--- config.mk ---
export PLATFORM = sky130hd
export DESIGN_NAME = alu_cmd_sequencer
export DESIGN_NICKNAME = d
export VERILOG_FILES = /design/src/rtl/alu_seq_pkg.sv /design/src/rtl/alu_seq_settle_timer.sv /design/src/rtl/alu_cmd_sequencer.sv
export SDC_FILE = /design/constraint.sdc
export NUM_CORES = 1
export LEC_CHECK = 0
export BUFFER_PORTS_ARGS = -buffer_cell sky130_fd_sc_hd__buf_2
export CORE_MARGIN = 2
export CORE_UTILIZATION = 49
export CTS_CLUSTER_SIZE = 16
export DETAILED_ROUTE_END_ITERATION = 6
export GPL_ROUTABILITY_DRIVEN = 0
export GPL_TIMING_DRIVEN = 0
export PLACE_DENSITY = 0.9
export SLEW_MARGIN = 0
export SYNTH_ARGS = -nofsm -noshare
export SYNTH_HDL_FRONTEND = slang
export SYNTH_SLANG_ARGS = --single-unit
--- constraint.sdc ---
create_clock -name clk -period 2.75 [get_ports clk]
set_input_delay 0.55 -clock clk [delete_from_list [all_inputs] [get_ports clk]]
set_output_delay 0.55 -clock clk [all_outputs]
set_load 0.01 [all_outputs]
--- src/rtl/alu_seq_pkg.sv ---
// Shared definitions for the ALU command sequencer: opcodes, FSM states,
// error-bit positions and a small opcode classification helper.
package alu_seq_pkg;

    // Command / breadboard opcodes
    localparam logic [3:0] OP_NOP   = 4'b0000;
    localparam logic [3:0] OP_CLEAR = 4'b0001;
    localparam logic [3:0] OP_LOAD  = 4'b0010;
    localparam logic [3:0] OP_ADD   = 4'b0100;
    localparam logic [3:0] OP_SUB   = 4'b0101;
    localparam logic [3:0] OP_MUL   = 4'b0110;
    localparam logic [3:0] OP_DIV   = 4'b0111;
    localparam logic [3:0] OP_MOD   = 4'b1000;

    // Error code bit positions and the illegal-opcode code
    localparam int         ERR_OVF     = 0;
    localparam int         ERR_DIV0    = 1;
    localparam logic [1:0] ERR_ILLEGAL = 2'b11;

    typedef enum logic [1:0] {
        ST_IDLE = 2'd0,
        ST_EXEC = 2'd1,
        ST_RESP = 2'd2
    } state_e;

    // Opcodes that are actually forwarded to the breadboard during EXEC.
    function automatic logic is_arith(input logic [3:0] op);
        return (op >= OP_ADD) && (op <= OP_MOD);
    endfunction

endpackage

--- src/rtl/alu_seq_settle_timer.sv ---
// Loadable 4-bit down-counter that times the EXEC settle window.
// done_o is asserted in the last enabled cycle of the window, so the
// owner leaves EXEC on the following edge.
module alu_seq_settle_timer (
    input  logic       clk_i,
    input  logic       rst_ni,
    input  logic       load_i,
    input  logic [3:0] load_val_i,
    input  logic       en_i,
    output logic       done_o
);

    logic [3:0] count_q, count_d;

    // Load on command accept, otherwise count down while enabled.
    always_comb begin
        count_d = count_q;
        if (load_i) begin
            count_d = load_val_i;
        end else if (en_i && (count_q != 4'd0)) begin
            count_d = count_q - 4'd1;
        end
    end

    // Counter register.
    always_ff @(posedge clk_i or negedge rst_ni) begin
        if (!rst_ni) begin
            count_q <= 4'd0;
        end else begin
            count_q <= count_d;
        end
    end

    // A count of 0 while enabled also terminates, so EXEC can never stall.
    assign done_o = en_i & (count_q <= 4'd1);

endmodule

--- src/rtl/alu_cmd_sequencer.sv ---
// Command front-end for the 16-bit arithmetic breadboard.
// Accepts one command per handshake, drives the breadboard from the
// accumulator and latched operand, captures after a settle window and
// presents a registered response with backpressure.
// Optional feature: define ALU_SEQ_STICKY_ERR_EN to keep a sticky OR of
// reported errors; otherwise sticky_error is tied to 2'b00.
module alu_cmd_sequencer
    import alu_seq_pkg::*;
#(
    parameter int SETTLE_CYCLES = 1
) (
    input  logic        clk,
    input  logic        rst_n,
    input  logic        cmd_valid,
    output logic        cmd_ready,
    input  logic [3:0]  cmd_opcode,
    input  logic [15:0] cmd_operand,
    output logic [15:0] alu_a,
    output logic [15:0] alu_b,
    output logic [3:0]  alu_opcode,
    input  logic [31:0] alu_c,
    input  logic [1:0]  alu_error,
    output logic        rsp_valid,
    input  logic        rsp_ready,
    output logic [31:0] rsp_result,
    output logic [1:0]  rsp_error,
    output logic [15:0] acc_out,
    output logic [1:0]  sticky_error
);

    localparam logic [3:0] SETTLE_LOAD = 4'(SETTLE_CYCLES);

    state_e      state_q, state_d;
    logic [3:0]  opcode_q, opcode_d;
    logic [15:0] operand_q, operand_d;
    logic [15:0] acc_q, acc_d;
    logic [31:0] rsp_result_q, rsp_result_d;
    logic [1:0]  rsp_error_q, rsp_error_d;

    logic        accept;
    logic        rsp_hs;
    logic        exec_done;
    logic [31:0] cap_result;
    logic [1:0]  cap_error;
    logic [15:0] cap_acc;

    assign accept = cmd_valid & cmd_ready;
    assign rsp_hs = rsp_valid & rsp_ready;

    alu_seq_settle_timer u_timer (
        .clk_i      (clk),
        .rst_ni     (rst_n),
        .load_i     (accept),
        .load_val_i (SETTLE_LOAD),
        .en_i       (state_q == ST_EXEC),
        .done_o     (exec_done)
    );

    // FSM state register.
    always_ff @(posedge clk or negedge rst_n) begin
        if (!rst_n) begin
            state_q <= ST_IDLE;
        end else begin
            state_q <= state_d;
        end
    end

    // FSM next-state logic.
    always_comb begin
        state_d = state_q;
        case (state_q)
            ST_IDLE: if (accept)    state_d = ST_EXEC;
            ST_EXEC: if (exec_done) state_d = ST_RESP;
            ST_RESP: if (rsp_hs)    state_d = ST_IDLE;
            default:                state_d = ST_IDLE;
        endcase
    end

    // FSM outputs: handshakes and breadboard drive (quiet outside EXEC).
    always_comb begin
        cmd_ready  = (state_q == ST_IDLE) & rst_n;
        rsp_valid  = (state_q == ST_RESP);
        alu_a      = acc_q;
        alu_b      = 16'h0000;
        alu_opcode = OP_NOP;
        if (state_q == ST_EXEC) begin
            alu_b = operand_q;
            if (is_arith(opcode_q)) begin
                alu_opcode = opcode_q;
            end
        end
    end

    // Response and accumulator values to capture at the EXEC exit edge.
    always_comb begin
        cap_result = 32'h0;
        cap_error  = 2'b00;
        cap_acc    = acc_q;
        case (opcode_q)
            OP_NOP: begin
                cap_result = {16'h0, acc_q};
            end
            OP_CLEAR: begin
                cap_acc = 16'h0000;
            end
            OP_LOAD: begin
                cap_acc    = operand_q;
                cap_result = {16'h0, operand_q};
            end
            OP_ADD, OP_SUB: begin
                cap_result = alu_c;
                cap_error  = {1'b0, alu_error[ERR_OVF]};
                if (!alu_error[ERR_OVF]) cap_acc = alu_c[15:0];
            end
            OP_MUL: begin
                cap_result = alu_c;
                cap_acc    = alu_c[15:0];
            end
            OP_DIV, OP_MOD: begin
                cap_result = alu_c;
                cap_error  = {alu_error[ERR_DIV0], 1'b0};
                if (!alu_error[ERR_DIV0]) cap_acc = alu_c[15:0];
            end
            default: begin
                cap_error = ERR_ILLEGAL;
            end
        endcase
    end

    // Datapath next-state: latch command on accept, results on EXEC exit.
    always_comb begin
        opcode_d     = opcode_q;
        operand_d    = operand_q;
        acc_d        = acc_q;
        rsp_result_d = rsp_result_q;
        rsp_error_d  = rsp_error_q;
        if (accept) begin
            opcode_d  = cmd_opcode;
            operand_d = cmd_operand;
        end
        if (exec_done) begin
            acc_d        = cap_acc;
            rsp_result_d = cap_result;
            rsp_error_d  = cap_error;
        end
    end

    // Datapath registers.
    always_ff @(posedge clk or negedge rst_n) begin
        if (!rst_n) begin
            opcode_q     <= OP_NOP;
            operand_q    <= 16'h0000;
            acc_q        <= 16'h0000;
            rsp_result_q <= 32'h0;
            rsp_error_q  <= 2'b00;
        end else begin
            opcode_q     <= opcode_d;
            operand_q    <= operand_d;
            acc_q        <= acc_d;
            rsp_result_q <= rsp_result_d;
            rsp_error_q  <= rsp_error_d;
        end
    end

`ifdef ALU_SEQ_STICKY_ERR_EN
    logic [1:0] sticky_q, sticky_d;

    // Sticky error accumulation; CLEAR wipes it instead of OR-ing.
    always_comb begin
        sticky_d = sticky_q;
        if (exec_done) begin
            sticky_d = (opcode_q == OP_CLEAR) ? 2'b00 : (sticky_q | cap_error);
        end
    end

    // Sticky error register.
    always_ff @(posedge clk or negedge rst_n) begin
        if (!rst_n) begin
            sticky_q <= 2'b00;
        end else begin
            sticky_q <= sticky_d;
        end
    end

    assign sticky_error = sticky_q;
`else
    assign sticky_error = 2'b00;
`endif

    assign rsp_result = rsp_result_q;
    assign rsp_error  = rsp_error_q;
    assign acc_out    = acc_q;

endmodule

==> summary.txt <==
Final layout
  – ANT cells: 0
  – Post-route design area: 0.00485 mm^2
  – Share of cells above drive strength 1: 45.4%
  – Final net count: 565
  – Final Core Density: 63.8%
  – Area Overhead vs Synth: 28.2%
  – Finished Layout Cells: 611

Floorplanning
  – # rows: 32
  – IO Pins: 148
  – Die X: 91.9 um
  – Chip height: 91.9 um
  – Core Area: 0.00761 mm^2
  – Die area: 0.00845 mm^2
  – Initial core utilization: 49.8%

Detailed routing
  – Final wirelength: 9750 um
  – 1st-iter DRT viols: 172
  – DR vias/cell: 5.27
  – Drt first pass iters: 4
  – Post-DR wirelength/cell: 16.0 um
  – Total number of vias: 3220
  – ANT nets after route: 0
  – DRC viols: 0

Worst setup path
  – Crit-path max FO: 10
  – CP delay by family, top: buffers and inverters
  – Crit Path Category: flop to output pin
  – Arr. time, crit path: 1930 ps
  – WP data required: 2200 ps
  – Critical Path Slowest Stage Cell: dfrtp_1
  – Worst Setup End Kind: output pin
  – Crit start category: flop
  – Worst path buffer plus inverter count: 4
  – Critical path, cell by cell: buf_2 -> nor2b_1 -> clkbuf_1 -> clkbuf_2 -> and3_1 -> buf_2
  – Slowest stage delay, CP: 390 ps
  – Most used cell, CP: buf_2

Synthesis
  – Cell count after synthesis: 346
  – Cell Area, Synth: 0.00379 mm^2
  – Register area share after synthesis: 50.2%
  – Ranking of synthesized cells by area: dfrtp_1, mux2_2, nand2_1
  – Area fraction of the dominant cell type after synthesis: 50.2%
  – Number of enable flip-flop cells after synthesis: 0
  – Ys flop type: dfrtp_1
  – Most frequent cells after synthesis: dfrtp_1, nand2_1, mux2_2, o21ai_0
  – Syn_area_per_cell: 10.9 um^2
  – FF+latch count, synth: 76
  – Distinct cell type count after synthesis: 44
  – Post-synth top area cell: dfrtp_1
  – YS warnings: 0
  – Asr flop ratio synth: 100%
  – Most numerous cell in the Yosys netlist: dfrtp_1

STA
  – Worst Skew: 8.33 ps
  – Hold WS: 138 ps
  – # setup viols final: 0
  – Part of the cycle the worst path needs: 90.3%
  – Fin. max-slew vios: 0
  – Worst-Margin Slew: 1210 ps
  – Final Hold Fails: 0
  – Max Fclk: 0.403 GHz
  – Setup slack after layout: 266 ps
  – Slew margin rel.: 18.4%
  – RSZ-0062 raised after global routing: false
  – Crit path time final: 2480 ps

Global route
  – Antenna violations before repair: 0
  – Global-route wire length before repair: 15600 um
  – Largest net degree at the start of global routing: 43
  – Global Route Usage Sum: 23.7%
  – Global route overflow: 0
  – Vias in the first global route: 3182

Clocking
  – H-Tree Depth: 3
  – Clock Sinks: 76
  – CTS tree: done
  – Clock slew at reported path FFs: 90 ps
  – Cts bufs inserted: 9
  – Clock root cell: clkbuf_8
  – CTS max path bufs: 2
  – Post-CTS Setup Bufs: 0
  – Worst-skew pair later-pin latency: 360 ps

Worst hold path
  – Min-delay worst type: input port to async pin

Placed design
  – Pre-CTS WS: 141 ps
  – Placed inst area: 0.00467 mm^2
  – Hpwl dp: 7350 um
  – Placed insts: 595
  – IO Port Bufs: 145

Job
  – Number of max-cap violations: 0

Power and ir drop
  – Worst VDD drop: 0.553 mV
  – Pleak: 2.45 nW
  – Power Dens Cells: 1210 mW/mm^2

Status
  – Status: complete, no violations
[layout make-up]
cell class / count / area [um^2]
plain buffers: 42 / 254
clock buffers: 10 / 138
clock inverters: 6 / 47.5
fillers: 643 / 2760
inverters: 6 / 22.5
multi-input cells: 223 / 1610
flip-flops and latches: 76 / 1900
well taps: 102 / 128
repair buffers: 146 / 748
[sequential cells by signal, indices dropped and copies added, names as in the netlist]
register and cells:
u_timer.count_q 4, rsp_error 2, rsp_result 32, operand_q 16, acc_out 16, state_q 2
opcode_q 4
[path summary, 6_finish.rpt]
check | start | to | slack, ps | cells after the start
hold reg to reg | rsp_result[14]$_DFFE_PN0P_ | rsp_result[14]$_DFFE_PN0P_ | 500 | 2
setup / recovery | opcode_q[3]$_DFFE_PN0P_ | alu_opcode[0] | 270 | 6
hold / removal | rst_n | operand_q[14]$_DFFE_PN0P_ | 140 | 1
setup reg to reg | u_timer.count_q[1]$_DFFE_PN0P_ | acc_out[5]$_DFFE_PN0P_ | 410 | 6
max in group asynchronous | rst_n | operand_q[15]$_DFFE_PN0P_ | 2040 | 2
min in group clk | rsp_ready | state_q[1]$_DFFE_PN0P_ | 370 | 2
[where the power goes]
group	internal, W	switching (W)	total [W]
combinational	0.00146	0.00155	0.00301
clock	0.000358	0.000443	0.000801
sequential	0.00165	0.000407	0.00205
[placed cells by master (no fill, tap or decap), types with 2 or more instances in the layout]
cell type and count:
nor2_1 8, nor3_1 3, conb_1 2, inv_1 6, buf_2 151, buf_4 20, nand3_1 2, and2_1 19
nand2_1 45, nand4b_1 2, mux2_4 8, o21ai_0 20, clkbuf_8 10, a22o_1 18, a22oi_1 14, inv_6 2
nand2b_1 4, xor2_1 2, and3_1 2, buf_6 2, a21oi_1 4, clkbuf_1 13, ha_1 3, nor3b_1 2
nor2b_1 5, clkinvlp_4 4, mux2_2 25, o22a_1 14, a221oi_1 2, mux2i_1 2, o21bai_1 2, dfrtp_1 76
[cells by family (layout without fill, tap and decap cells)]
kind of cell / after synthesis / in the layout / share of synthesized area (%)
AO/OA/AOI/OAI: 84 / 84 / 17.0
XOR/XNOR: 2 / 2 / 0.463
adder cells (fa/ha/maj): 3 / 3 / 0.992
buffers and inverters: 48 / 210 / 7.27
flip-flops: 76 / 76 / 50.2
multiplexers: 35 / 35 / 11.1
other: 1 / 2 / 0.0990
AND/OR/NAND/NOR: 97 / 97 / 12.9
[timing repair]
action	CTS	global route
resized for setup	0	2
hold buffers	0	0
setup endpoints to repair	0	1
[through the flow]
step / setup TNS (ps) / power, W
floorplan: 0 / 0.00400
global placement: -14670 / 0.00491
detailed placement: 0 / 0.00506
CTS: 0 / 0.00588
global route: 0 / 0.00628
finish: 0 / 0.00587
[layer usage]
metal,up-vias,share of wire (%),track usage [%]
met1,1562,41,30.1
met3,30,5.5,4.27
li1,1512,-,-
met2,116,49,37.9
met4,0,4.3,14.3
met5,-,0,0
No activity file was read; power rests on OpenSTA's default activity.
